**src/rtl/mips_pkg.sv**
```systemverilog
// Shared definitions for the MIPS core: word width, reset vector,
// instruction field positions and the fetch-stage state encoding.
package mips_pkg;

  localparam int WORD_W = 32;
  localparam logic [WORD_W-1:0] RESET_PC_DEFAULT = 32'h0000_0000;

  // Instruction field positions
  localparam int JIDX_MSB  = 25;
  localparam int JIDX_LSB  = 0;
  localparam int IMM_MSB   = 15;
  localparam int IMM_LSB   = 0;
  localparam int OP_MSB    = 31;
  localparam int OP_LSB    = 26;
  localparam int FUNCT_MSB = 5;
  localparam int FUNCT_LSB = 0;

  typedef enum logic [1:0] {
    FETCH = 2'd0,
    HOLD  = 2'd1,
    DRAIN = 2'd2
  } fetch_state_t;

  // Branch displacement: sign-extended 16-bit immediate scaled to bytes
  function automatic logic [WORD_W-1:0] branch_disp(input logic [15:0] imm);
    return {{14{imm[15]}}, imm, 2'b00};
  endfunction

endpackage

```
**src/rtl/fetch_unit_if.sv**
```systemverilog
// Instruction memory read port: request/address out, ready/data back.
interface fetch_unit_if;
  import mips_pkg::*;

  logic              req;
  logic [WORD_W-1:0] addr;
  logic              ready;
  logic [WORD_W-1:0] rdata;

  modport master (output req, output addr, input ready, input rdata);
  modport slave  (input req, input addr, output ready, output rdata);

endinterface

```
**src/rtl/fetch_npc.sv**
```systemverilog
// Next-PC selection for a presented instruction: jump, taken branch
// or fall-through. Purely combinational so the pipelined core can reuse it.
module fetch_npc
  import mips_pkg::*;
(
  input  logic [WORD_W-1:0] pc_plus4,
  input  logic [WORD_W-1:0] instr,
  input  logic              pcsrc,
  input  logic              jump,
  output logic [WORD_W-1:0] next_pc
);

  logic [WORD_W-1:0] jump_target;
  logic [WORD_W-1:0] branch_target;
  logic              unused_op_bits;

  assign jump_target    = {pc_plus4[31:28], instr[JIDX_MSB:JIDX_LSB], 2'b00};
  assign branch_target  = pc_plus4 + branch_disp(instr[IMM_MSB:IMM_LSB]);
  // The opcode field does not influence the target address
  assign unused_op_bits = ^instr[OP_MSB:OP_LSB];

  // Jump wins over a taken branch
  always_comb begin
    next_pc = pc_plus4;
    if (jump)
      next_pc = jump_target;
    else if (pcsrc)
      next_pc = branch_target;
  end

endmodule

```
**src/rtl/fetch_unit.sv**
```systemverilog
// PC register and instruction fetch stage. Issues word reads over a
// req/ready handshake, holds the fetched instruction for decode, and
// supports a flush/redirect that lets an in-flight read drain first.
module fetch_unit
  import mips_pkg::*;
#(
  parameter logic [WORD_W-1:0] RESET_PC = RESET_PC_DEFAULT
) (
  input  logic              clk,
  input  logic              rst,
  input  logic              stall,
  input  logic              pcsrc,
  input  logic              jump,
  input  logic              flush,
  input  logic [WORD_W-1:0] flush_pc,
  fetch_unit_if.master      imem,
  output logic [WORD_W-1:0] instr,
  output logic              instr_valid,
  output logic [WORD_W-1:0] pc,
  output logic [WORD_W-1:0] pc_plus4,
  output logic [5:0]        op,
  output logic [5:0]        funct
);

  fetch_state_t      state_reg, state_next;
  logic [WORD_W-1:0] fetch_addr_reg, fetch_addr_next;
  logic [WORD_W-1:0] pc_reg, pc_next;
  logic [WORD_W-1:0] instr_reg, instr_next;
  logic              instr_valid_reg, instr_valid_next;
  logic [WORD_W-1:0] redirect_addr_reg, redirect_addr_next;
  logic [WORD_W-1:0] next_pc;
  logic              xfer;

  assign imem.req    = ((state_reg == FETCH) || (state_reg == DRAIN)) && !rst;
  assign imem.addr   = fetch_addr_reg;
  assign xfer        = imem.req && imem.ready;

  assign instr       = instr_reg;
  assign instr_valid = instr_valid_reg;
  assign pc          = pc_reg;
  assign pc_plus4    = pc_reg + 32'd4;
  assign op          = instr_reg[OP_MSB:OP_LSB];
  assign funct       = instr_reg[FUNCT_MSB:FUNCT_LSB];

  fetch_npc u_npc (
    .pc_plus4 (pc_plus4),
    .instr    (instr_reg),
    .pcsrc    (pcsrc),
    .jump     (jump),
    .next_pc  (next_pc)
  );

  // State and datapath registers
  always_ff @(posedge clk) begin
    if (rst) begin
      state_reg         <= FETCH;
      fetch_addr_reg    <= RESET_PC;
      pc_reg            <= RESET_PC;
      instr_reg         <= '0;
      instr_valid_reg   <= 1'b0;
      redirect_addr_reg <= RESET_PC;
    end else begin
      state_reg         <= state_next;
      fetch_addr_reg    <= fetch_addr_next;
      pc_reg            <= pc_next;
      instr_reg         <= instr_next;
      instr_valid_reg   <= instr_valid_next;
      redirect_addr_reg <= redirect_addr_next;
    end
  end

  // Next-state logic: fetch, hold for decode, or drain a read that a flush orphaned
  always_comb begin
    state_next         = state_reg;
    fetch_addr_next    = fetch_addr_reg;
    pc_next            = pc_reg;
    instr_next         = instr_reg;
    instr_valid_next   = instr_valid_reg;
    redirect_addr_next = redirect_addr_reg;
    case (state_reg)
      FETCH: begin
        if (xfer) begin
          if (flush) begin
            fetch_addr_next = flush_pc;
          end else begin
            instr_next       = imem.rdata;
            pc_next          = fetch_addr_reg;
            instr_valid_next = 1'b1;
            state_next       = HOLD;
          end
        end else if (flush) begin
          // Address must stay stable until the pending read completes
          redirect_addr_next = flush_pc;
          state_next         = DRAIN;
        end
      end
      HOLD: begin
        if (flush) begin
          instr_valid_next = 1'b0;
          fetch_addr_next  = flush_pc;
          state_next       = FETCH;
        end else if (!stall) begin
          instr_valid_next = 1'b0;
          fetch_addr_next  = next_pc;
          state_next       = FETCH;
        end
      end
      DRAIN: begin
        if (xfer) begin
          fetch_addr_next = flush ? flush_pc : redirect_addr_reg;
          state_next      = FETCH;
        end else if (flush) begin
          redirect_addr_next = flush_pc;
        end
      end
      default: state_next = FETCH;
    endcase
  end

endmodule
```
**src/flat_wrapper.sv**
```systemverilog
// flat-port wrapper written by rule: the top's interface ports become plain ports
module fetch_unit_flat import mips_pkg::*;
#(
  parameter logic [WORD_W-1:0] RESET_PC = RESET_PC_DEFAULT
)
  (clk, rst, stall, pcsrc, jump, flush, flush_pc, instr, instr_valid, pc, pc_plus4, op, funct, imem_req, imem_addr, imem_ready, imem_rdata);
  fetch_unit_if imem_i ();
  input  logic clk;
  input  logic rst;
  input  logic stall;
  input  logic pcsrc;
  input  logic jump;
  input  logic flush;
  input  logic [WORD_W-1:0] flush_pc;
  output logic [WORD_W-1:0] instr;
  output logic instr_valid;
  output logic [WORD_W-1:0] pc;
  output logic [WORD_W-1:0] pc_plus4;
  output logic [5:0] op;
  output logic [5:0] funct;
  output wire logic [$bits(imem_i.req)-1:0] imem_req;
  output wire logic [$bits(imem_i.addr)-1:0] imem_addr;
  input wire logic [$bits(imem_i.ready)-1:0] imem_ready;
  input wire logic [$bits(imem_i.rdata)-1:0] imem_rdata;
  assign imem_req = imem_i.req;
  assign imem_addr = imem_i.addr;
  assign imem_i.ready = imem_ready;
  assign imem_i.rdata = imem_rdata;
  fetch_unit #(.RESET_PC(RESET_PC)) u_core (.clk(clk), .rst(rst), .stall(stall), .pcsrc(pcsrc), .jump(jump), .flush(flush), .flush_pc(flush_pc), .imem(imem_i), .instr(instr), .instr_valid(instr_valid), .pc(pc), .pc_plus4(pc_plus4), .op(op), .funct(funct));
endmodule
```
**config.mk**
```make
export PLATFORM = sky130hd
export DESIGN_NAME = fetch_unit_flat
export DESIGN_NICKNAME = d
export VERILOG_FILES = /design/src/rtl/mips_pkg.sv /design/src/rtl/fetch_unit_if.sv /design/src/rtl/fetch_npc.sv /design/src/rtl/fetch_unit.sv /design/src/flat_wrapper.sv
export SDC_FILE = /design/constraint.sdc
export NUM_CORES = 1
export LEC_CHECK = 0
export CAP_MARGIN = 20
export CORE_MARGIN = 2
export CORE_UTILIZATION = 40
export CTS_CLUSTER_SIZE = 40
export DETAILED_ROUTE_END_ITERATION = 8
export MAX_ROUTING_LAYER = met4
export PLACE_DENSITY_LB_ADDON = 0.08
export REMOVE_ABC_BUFFERS = 1
export SETUP_SLACK_MARGIN = 0.15
export SKIP_CTS_REPAIR_TIMING = 1
export SYNTH_ARGS = -nofsm -noshare
export SYNTH_HDL_FRONTEND = slang
export SYNTH_SLANG_ARGS = --single-unit
export TNS_END_PERCENT = 20
```
**constraint.sdc**
```tcl
create_clock -name clk -period 3.7 [get_ports clk]
set_input_delay 0.925 -clock clk [delete_from_list [all_inputs] [get_ports clk]]
set_output_delay 0.925 -clock clk [all_outputs]
set_load 0.02 [all_outputs]
```
# Yosys cells after proc, flatten, opt, wreduce, memory -nomap -nowiden
# Cells that the tools add are included.
word_totals:
  ff_bits: 131
  latch_bits: 0
  ramBits: 0
  romBits: 0
  input_bits: 71
  out_inout_bits: 142
  wordCells: 53
  mem_count: 0
classes:
  add_sub_neg: 2
  n_mul: 0
  div_mod_pow: 0
  magnitude_cmp: 0
  n_eq_ne: 9
  shifts: 0
  mux: 21
  bitwise: 2
  n_reduce_logical: 13
ops:
  columns: ["op", "n"]
  rows:
  - ["2-to-1 mux 32 bit", 8]
  - ["one-hot mux 32 bit (3 select lines)", 1]
  - ["adder 32 x 3 -> 32 bit (second input constant)", 1]
  - ["adder 32 bit", 1]
  - ["2-to-1 mux 2 bit", 6]
  - ["AND reduction 4 bit", 2]
  - ["inequality test 3 bit (second input constant)", 2]
  - ["one-hot mux 2 bit (3 select lines)", 1]
  - ["AND reduction 5 bit", 1]
  - ["2-to-1 mux 1 bit", 4]
  - ["inequality test 2 x 1 -> 1 bit (second input constant)", 2]
  - ["inequality test 2 bit (second input constant)", 2]
  - ["inequality test 3 x 2 -> 1 bit (second input constant)", 1]
  - ["AND reduction 3 bit", 1]
  - ["nonzero test 3 bit", 1]
  - ["== test 2 x 1 -> 1 bit (second input constant)", 1]
  - ["== test 2 bit (second input constant)", 1]
  - ["logical AND 1 bit", 2]
  - ["zero test 2 bit", 1]
  - ["inverter 1 bit", 2]
  - ["one-hot mux 1 bit (2 select lines)", 1]
  - ["AND reduction 2 bit", 1]
  - ["nonzero test 2 bit", 1]
  - ["OR reduction 2 bit", 1]
  - ["2 further kinds", 2]

# Logic depth before layout (Yosys ltp)
# Gate-level depths: netlist of run 1.
logic_depth:
  word_depth: 7
  ltp_mapped: 17
  mapped_depth_nobuf: 16

# By module
# From an unflattened synthesis of run 1, not the netlist that was laid out.
unflattened:
  cells_unflattened: 1091
  area_unflattened_um2: 8368.0
modules_own_cells:
  columns: ["mod", "instances", "cells_per_inst", "area_per_inst_um2", "seq_area_each_um2"]
  rows:
  - ["fetch_unit", 1, 754, 6063.3, 2622.5]
  - ["fetch_npc", 1, 337, 2304.7, 0.0]

# Worst setup path before layout of run 1
# No wires, ideal clock.
synth_path:
  path_type: "register to register"
  start: "register u_core.pc_reg[4] (netlist: u_core.pc[4])"
  end: "register u_core.fetch_addr_reg[30] (netlist: u_core.imem.addr[30])"
  setup_ns: 0.095
  arrival_time_ns: 3.717
  t_required_ns: 3.605
  setup_slack_ns: -0.113
  path_stages_with_launch: 18
  n_path_buf: 2
  synth_period_minus_slack_ns: 3.813
  cell_sequence: "dfxtp_1 and4_1 and4_1 buf_4 and3_1 buf_6 nand3_1 xnor2_1 ha_1 a21oi_1 and2_1 a22oi_1 inv_1 a211oi_1 o21a_1 a21o_1 a31o_2 a221oi_1"
synth_via:
  elab_chain_cells: 7
synth_rtl:
  columns: ["item", "line", "text"]
  rows:
  - ["from (decl)", "fetch_unit.sv:27", "logic [WORD_W-1:0] pc_reg, pc_next;"]
  - ["from (signal assigned)", "fetch_unit.sv:65", "pc_reg <= pc_next;"]
  - ["adder 32 x 3 -> 32 bit", "fetch_unit.sv:41", "assign pc_plus4 = pc_reg + 32'd4;"]
  - ["via pc_plus4[21]", "flat_wrapper.sv:18", "output logic [WORD_W-1:0] pc_plus4;"]
  - ["adder 32 bit", "fetch_npc.sv:18", "assign branch_target = pc_plus4 + branch_disp(instr[IMM_MSB:IMM_LSB]);"]
  - ["2-to-1 mux 32 bit", "fetch_npc.sv:27", "else if (pcsrc)"]
  - ["2-to-1 mux 32 bit", "fetch_npc.sv:25", "if (jump)"]
  - ["2-to-1 mux 32 bit", "fetch_unit.sv:102", "end else if (!stall) begin"]
  - ["2-to-1 mux 32 bit", "fetch_unit.sv:98", "if (flush) begin"]
  - ["one-hot mux 32 bit (3 select lines)", "fetch_unit.sv:80", "case (state_reg)"]
  - ["to (signal assigned)", "fetch_unit.sv:64", "fetch_addr_reg <= fetch_addr_next;"]
  - ["to (decl)", "fetch_unit.sv:26", "logic [WORD_W-1:0] fetch_addr_reg, fetch_addr_next;"]
# The timed path passes the listed nets, and every way through them passes these cells. The select of a mux whose other input is x is not followed.
# A chain may end at the register's enable or synchronous reset.

# Final worst setup path of run 1
layout_path:
  start: "register u_core.pc_reg[6] (netlist: u_core.pc[6])"
  end: "register u_core.fetch_addr_reg[30] (netlist: u_core.imem.addr[30])"
layout_via:
  elab_chain_cells: 7
layout_rtl:
  columns: ["item", "line"]
  rows:
  - ["adder 32 x 3 -> 32 bit (*)", "fetch_unit.sv:41"]
  - ["adder 32 bit", "fetch_npc.sv:18"]
  - ["2-to-1 mux 32 bit", "fetch_npc.sv:27"]
  - ["2-to-1 mux 32 bit (*)", "fetch_npc.sv:25"]
  - ["2-to-1 mux 32 bit (*)", "fetch_unit.sv:102"]
  - ["2-to-1 mux 32 bit (*)", "fetch_unit.sv:98"]
  - ["one-hot mux 32 bit (3 select lines) (*)", "fetch_unit.sv:80"]
# Every way passes the cells marked *; elsewhere a longest branch is shown, timed or not. The select of a mux whose other input is x is not followed.

==> results of run 1 <==
[path summary, 6_finish.rpt]
kind	start	slack [ps]	depth (start not counted)	to
max	u_core.pc[6]	180	16	u_core.imem.addr[30]
min	u_core.redirect_addr_reg[11]	450	2	u_core.redirect_addr_reg[11]
max reg2reg	u_core.pc[6]	180	16	u_core.imem.addr[30]
min reg2reg	u_core.redirect_addr_reg[11]	450	2	u_core.redirect_addr_reg[11]
[placed cells by master, fill, tap and decap left out, drive strengths merged, types with 23 or more instances in the layout]
cell,count
a21oi,159
buf,113
a211oi,23
o21ai,56
xnor2,36
nor2,78
nand2,271
dfxtp,131
ha,37
clkdlybuf4s50,197
inv,24
[stage by stage]
stage / hold slack (ps) / util [%] / instance area (um2)
after detailed placement: 445 / 54.4 / 11400
after CTS: 454 / 57.1 / 11900
final: 454 / 59.1 / 12400
after global placement: 440 / 54.4 / 11400
after global routing: 471 / 59.1 / 12400
after floorplan: 427 / - / 8060
[per-layer routing]
| layer | wire (um) | up-vias |
|---|---|---|
| met3 | 2590 | 33 |
| met2 | 15400 | 400 |
| li1 | - | 4614 |
| met1 | 16100 | 4563 |
| met5 | 0 | - |
| met4 | 478 | 0 |
[cell families (layout without fill, tap and decap cells)]
| group | count (synthesis) | count (layout) | share of synthesized area, % |
|---|---|---|---|
| xor+xnor | 47 | 47 | 5.04 |
| flops | 131 | 131 | 31.0 |
| compound gates | 359 | 359 | 26.8 |
| simple gates | 464 | 464 | 23.8 |
| mux | 15 | 15 | 1.95 |
| fa+ha+maj | 38 | 38 | 5.70 |
| buf+inv | 111 | 374 | 5.76 |
[where the power goes]
| group | internal, uW | leakage [uW] | switching (uW) |
|---|---|---|---|
| clock network | 966 | 0.000277 | 719 |
| registers | 1490 | 0.00107 | 77.5 |
| logic | 382 | 0.00362 | 531 |
| total | 2840 | 0.00497 | 1330 |
[final cells by class]
cell class | instances | area, um2 | area share (%)
Clock buffer | 19 | 453 | 3.67
Inverter | 21 | 78.8 | 0.638
Multi-Input combinational cell | 923 | 5720 | 46.3
Timing Repair Buffer | 322 | 3000 | 24.3
Clock inverter | 12 | 120 | 0.972
Tap cell | 275 | 344 | 2.78
Sequential cell | 131 | 2630 | 21.3
[worst reg2reg max path, cell delays in order (launching register included)]
cell,delay [ps]
dfxtp_1,330
and4_4,240
and4_4,300
and3_1,190
buf_4,180
nand3_1,110
xnor2_1,160
ha_1,330
a21oi_2,90
and2_1,170
a22oi_1,150
inv_1,70
a211oi_1,330
o21a_1,210
o211ai_1,100
a31o_2,220
a221oi_1,250
==> impl_metrics.csv, run 1 <==
group,metric,value,unit
outcome,outcome,"finished clean",
routing,drc_errors,0,
clock_network,ctsHtreeMaxLevel,4,
synth,synth.distinct_cells,75,
sta,rsz0062_at_grt,"true",
sta,tns,0,ps
synth,async_reset_ff_share,0,%
synth,ys_warn_count,0,
synth,synth_ff_type,"dfxtp_1",
clock_network,cts.clk_slew.worst_paths,70,ps
pwr,powerDensity,337,nW/um2
critical_path,crit_slowest_cell,"dfxtp_1",
sta,slew_headroom,42.9,%
synth,yosys-top-cells-count,"nand2_1 (269), a21oi_1 (159), dfxtp_1 (131)",
layout,area_growth,45.8,%
layout,fillers,1985,
synth,yosysMostFrequentCell,"nand2_1",
floorplanning,die_h,150,um
sta,setup_viol,0,
critical_path,cp_data_arrival_time,3870,ps
critical_path,required,4040,ps
pwr,max-vdd-ir-drop,321,uV
floorplanning,rows,53,
clock_network,worstSkewPairLatency,440,ps
clock_network,cts_tree,"built",
layout,antenna-diode-count,0,
routing,dr.pass1.iters,5,
global_routing,grt_pass1_wl,51900,um
clock_network,cts.sinks,131,
synth,synth.largest_area_cell,"dfxtp_1",
routing,wirelength,34600,um
clock_network,cts_buffer_depth,2,
synth,synth_top_cell_area_share,31.0,%
layout,fin_cells,1703,
synth,syn-instance-count,1165,
layout,drive_gt1_share,15.5,%
critical_path,crit_buf_inv,2,
sta,hold_viol,0,
placement,io_buffers,212,
global_routing,grt_max_degree,75,
critical_path,path_class,"reg -> reg",
critical_path,path_cells,"and4_4, and4_4, and3_1, buf_4, nand3_1, xnor2_1, ha_1, a21oi_2, and2_1, a22oi_1, inv_1, a211oi_1, o21a_1, o211ai_1, a31o_2, a221oi_1",
job,drv_cap,0,
global_routing,globalRouteOverflowTotal,0,
sta,setup_ws,177,ps
global_routing,grt_pass1_vias,8989,
clock_network,clockRootBuffer,"clkbuf_16",
routing,dr.first_iter.drc_count,792,
clock_network,numCtsBuffers,17,
global_routing,grt.busiest_layer,"met2",
routing,vias,9610,
placement,gp_congestion,0.938,
placement,dp_cells,1668,
placement,hpwl,25200,um
global_routing,use_met2,47.1,%
synth,ys_ff_latch,131,
critical_path,crit_top_cell,"and4_4",
routing,via_per_inst,5.64,
pwr,p_leak,0.00497,uW
floorplanning,core-area,20900,um2
sta,layout_min_cycle_time,3520,ps
floorplanning,die_w,150,um
floorplanning,initial_utilization,40.6,%
global_routing,grt_antenna_before_repair,0,
synth,ys_seq_area_share,31.0,%
critical_path,crit_path_max_incr_delay,330,ps
routing,wl_per_cell,20.3,um
floorplanning,io-pin-count,213,
min_path,worst_hold_path_type,"reg -> reg",
critical_path,worst_setup_path_end_kind,"flip-flop",
sta,fin_skew,12.8,ps
synth,netlist_area,8470,um2
synth,synth_enable_flop_cells,0,
critical_path,cp_max_fo,6,
global_routing,grtUsageTotal,31.2,%
pwr,power.total,4170,uW
sta,fin_crit_sh,95.2,%
placement,preCtsSetupSlack,-7.55,ps
floorplanning,die-area,22400,um2
routing,ant_nets,0,
synth,ys_top_cells_by_area,"dfxtp_1 (31%), nand2_1 (12%), a21oi_1 (9.4%)",
global_routing,grtUsageMet3,4.63,%
global_routing,met1_usage,44.0,%
critical_path,path_delay_family,"compound AO/OA/AOI/OAI gates",
sta,slew_violations,0,
sta,tightest_slew,856,ps
layout,fin_nets,1525,
critical_path,cp-start-kind,"flip-flop",
synth,syn_area_per_cell,7.27,um2
sta,fmax,284,MHz
No activity file was read; power rests on OpenSTA's default activity.
==> inputs of run 2 (changes only) <==
- CTS_BUF_LIST: not set -> sky130_fd_sc_hd__clkbuf_8
==> impl_metrics.csv, run 2 (synthesized netlist as in run 1, its figures left out) <==
group,metric,value,unit
critical_path,cp_max_fo,6,
global_routing,grt_antenna_before_repair,0,
routing,vias,9667,
critical_path,path_class,"reg -> reg",
floorplanning,initial_utilization,40.6,%
placement,hpwl,25200,um
clock_network,cts.clk_slew.worst_paths,90,ps
sta,fmax,284,MHz
clock_network,clockRootBuffer,"clkbuf_8",
outcome,outcome,"finished clean",
layout,final_area,12100,um2
placement,io_buffers,212,
floorplanning,io-pin-count,213,
layout,area_growth,43.4,%
layout,final_common_cell,"nand2_1",
global_routing,grtUsageTotal,31.2,%
pwr,powerDensity,304,nW/um2
sta,setup_ws,174,ps
critical_path,worst_setup_path_end_kind,"flip-flop",
global_routing,globalRouteOverflowTotal,0,
placement,dpl-instance-area,11400,um2
pwr,max-vdd-ir-drop,224,uV
layout,drive_gt1_share,15.6,%
floorplanning,core-area,20900,um2
floorplanning,die_h,150,um
clock_network,cts_buffer_depth,2,
sta,hold_viol,0,
clock_network,cts_tree,"built",
sta,fin_crit_sh,95.3,%
sta,rsz0062_at_grt,"true",
sta,tns,0,ps
floorplanning,die_w,150,um
critical_path,cp_data_arrival_time,3900,ps
clock_network,worstSkewPairLatency,470,ps
critical_path,r2r_slack,170,ps
layout,antenna-diode-count,0,
floorplanning,rows,53,
global_routing,grt_pass1_wl,51900,um
sta,tightest_slew,829,ps
sta,layout_min_cycle_time,3530,ps
placement,gp_congestion,0.938,
sta,fin_skew,22.9,ps
routing,dr.first_iter.drc_count,774,
routing,ant_nets,0,
layout,fin_nets,1524,
routing,wl_per_cell,20.1,um
routing,dr.pass1.iters,5,
pwr,p_leak,0.00488,uW
sta,setup_viol,0,
clock_network,cts.sinks,131,
routing,wirelength,34300,um
global_routing,grt_max_degree,75,
floorplanning,die-area,22400,um2
layout,final_cell_mix,"nand2_1 (263), clkdlybuf4s50_1 (197), a21oi_1 (151)",
global_routing,grt_pass1_vias,9030,
routing,drc_errors,0,
job,drv_cap,0,
critical_path,cp-start-kind,"flip-flop",
routing,via_per_inst,5.68,
sta,slew_violations,0,
sta,slew_headroom,44.7,%
clock_network,numCtsBuffers,17,
critical_path,required,4070,ps
min_path,worst_hold_path_type,"reg -> reg",
clock_network,ctsHtreeMaxLevel,4,
placement,preCtsSetupSlack,-7.55,ps
## run 2: changes by cell type in the layout (fill, tap and decap cells not counted), sizes merged
cell and change:
buf -1
## run 2: final cells by class
| class | count | area [um2] |
|---|---|---|
| inverter | 21 | 78.8 |
| multi-input combinational | 923 | 5710 |
| tap | 275 | 344 |
| sequential | 131 | 2630 |
| clock buffer | 19 | 262 |
| clock inverter | 12 | 120 |
| timing repair buffer | 321 | 3000 |
| fill | 2024 | 8740 |
## run 2: report_power, final
part | total, uW | switching, uW | leakage, uW | internal (uW)
combinational | 910 | 528 | 0.00363 | 382
clock | 1220 | 650 | 0.000190 | 574
sequential | 1570 | 77.4 | 0.00107 | 1490
total | 3700 | 1250 | 0.00488 | 2440
## run 2: final timing paths
path | startpoint | end | cells past startpoint
worst min-delay path | u_core.redirect_addr_reg[20] | u_core.redirect_addr_reg[20] | 2
worst max register to register | u_core.pc[6] | u_core.imem.addr[30] | 16
worst min register to register | u_core.redirect_addr_reg[20] | u_core.redirect_addr_reg[20] | 2
worst max-delay path | u_core.pc[6] | u_core.imem.addr[30] | 16
## run 2: metal layers
| layer | track usage (%) | share of wire (%) | wire [um] |
|---|---|---|---|
| met1 | 43.9 | 46 | 15800 |
| met2 | 46.9 | 45 | 15300 |
| met3 | 5.30 | 7.7 | 2640 |
| met4 | 6.67 | 1.6 | 532 |
| met5 | - | 0 | 0 |
## run 2: per-stage QoR
stage,hold WS [ps],utilization [%],std cells,power [uW]
after floorplan,427,-,1075,2000
after global placement,440,54.4,1668,2480
after detailed placement,445,54.4,1668,2480
after CTS,457,56.2,1699,3700
after global routing,475,58.2,1702,3860
final,458,58.2,1702,3700
## run 2: critical path: stages (launching register included)
cell	delay (ps)
dfxtp_1	330
and4_4	240
and4_4	300
and3_1	200
buf_6	150
nand3_1	100
xnor2_1	170
ha_1	340
a21oi_2	90
and2_1	170
a22oi_1	150
inv_1	70
a211oi_1	340
o21a_1	210
o211ai_1	100
a31o_2	220
a221oi_1	250
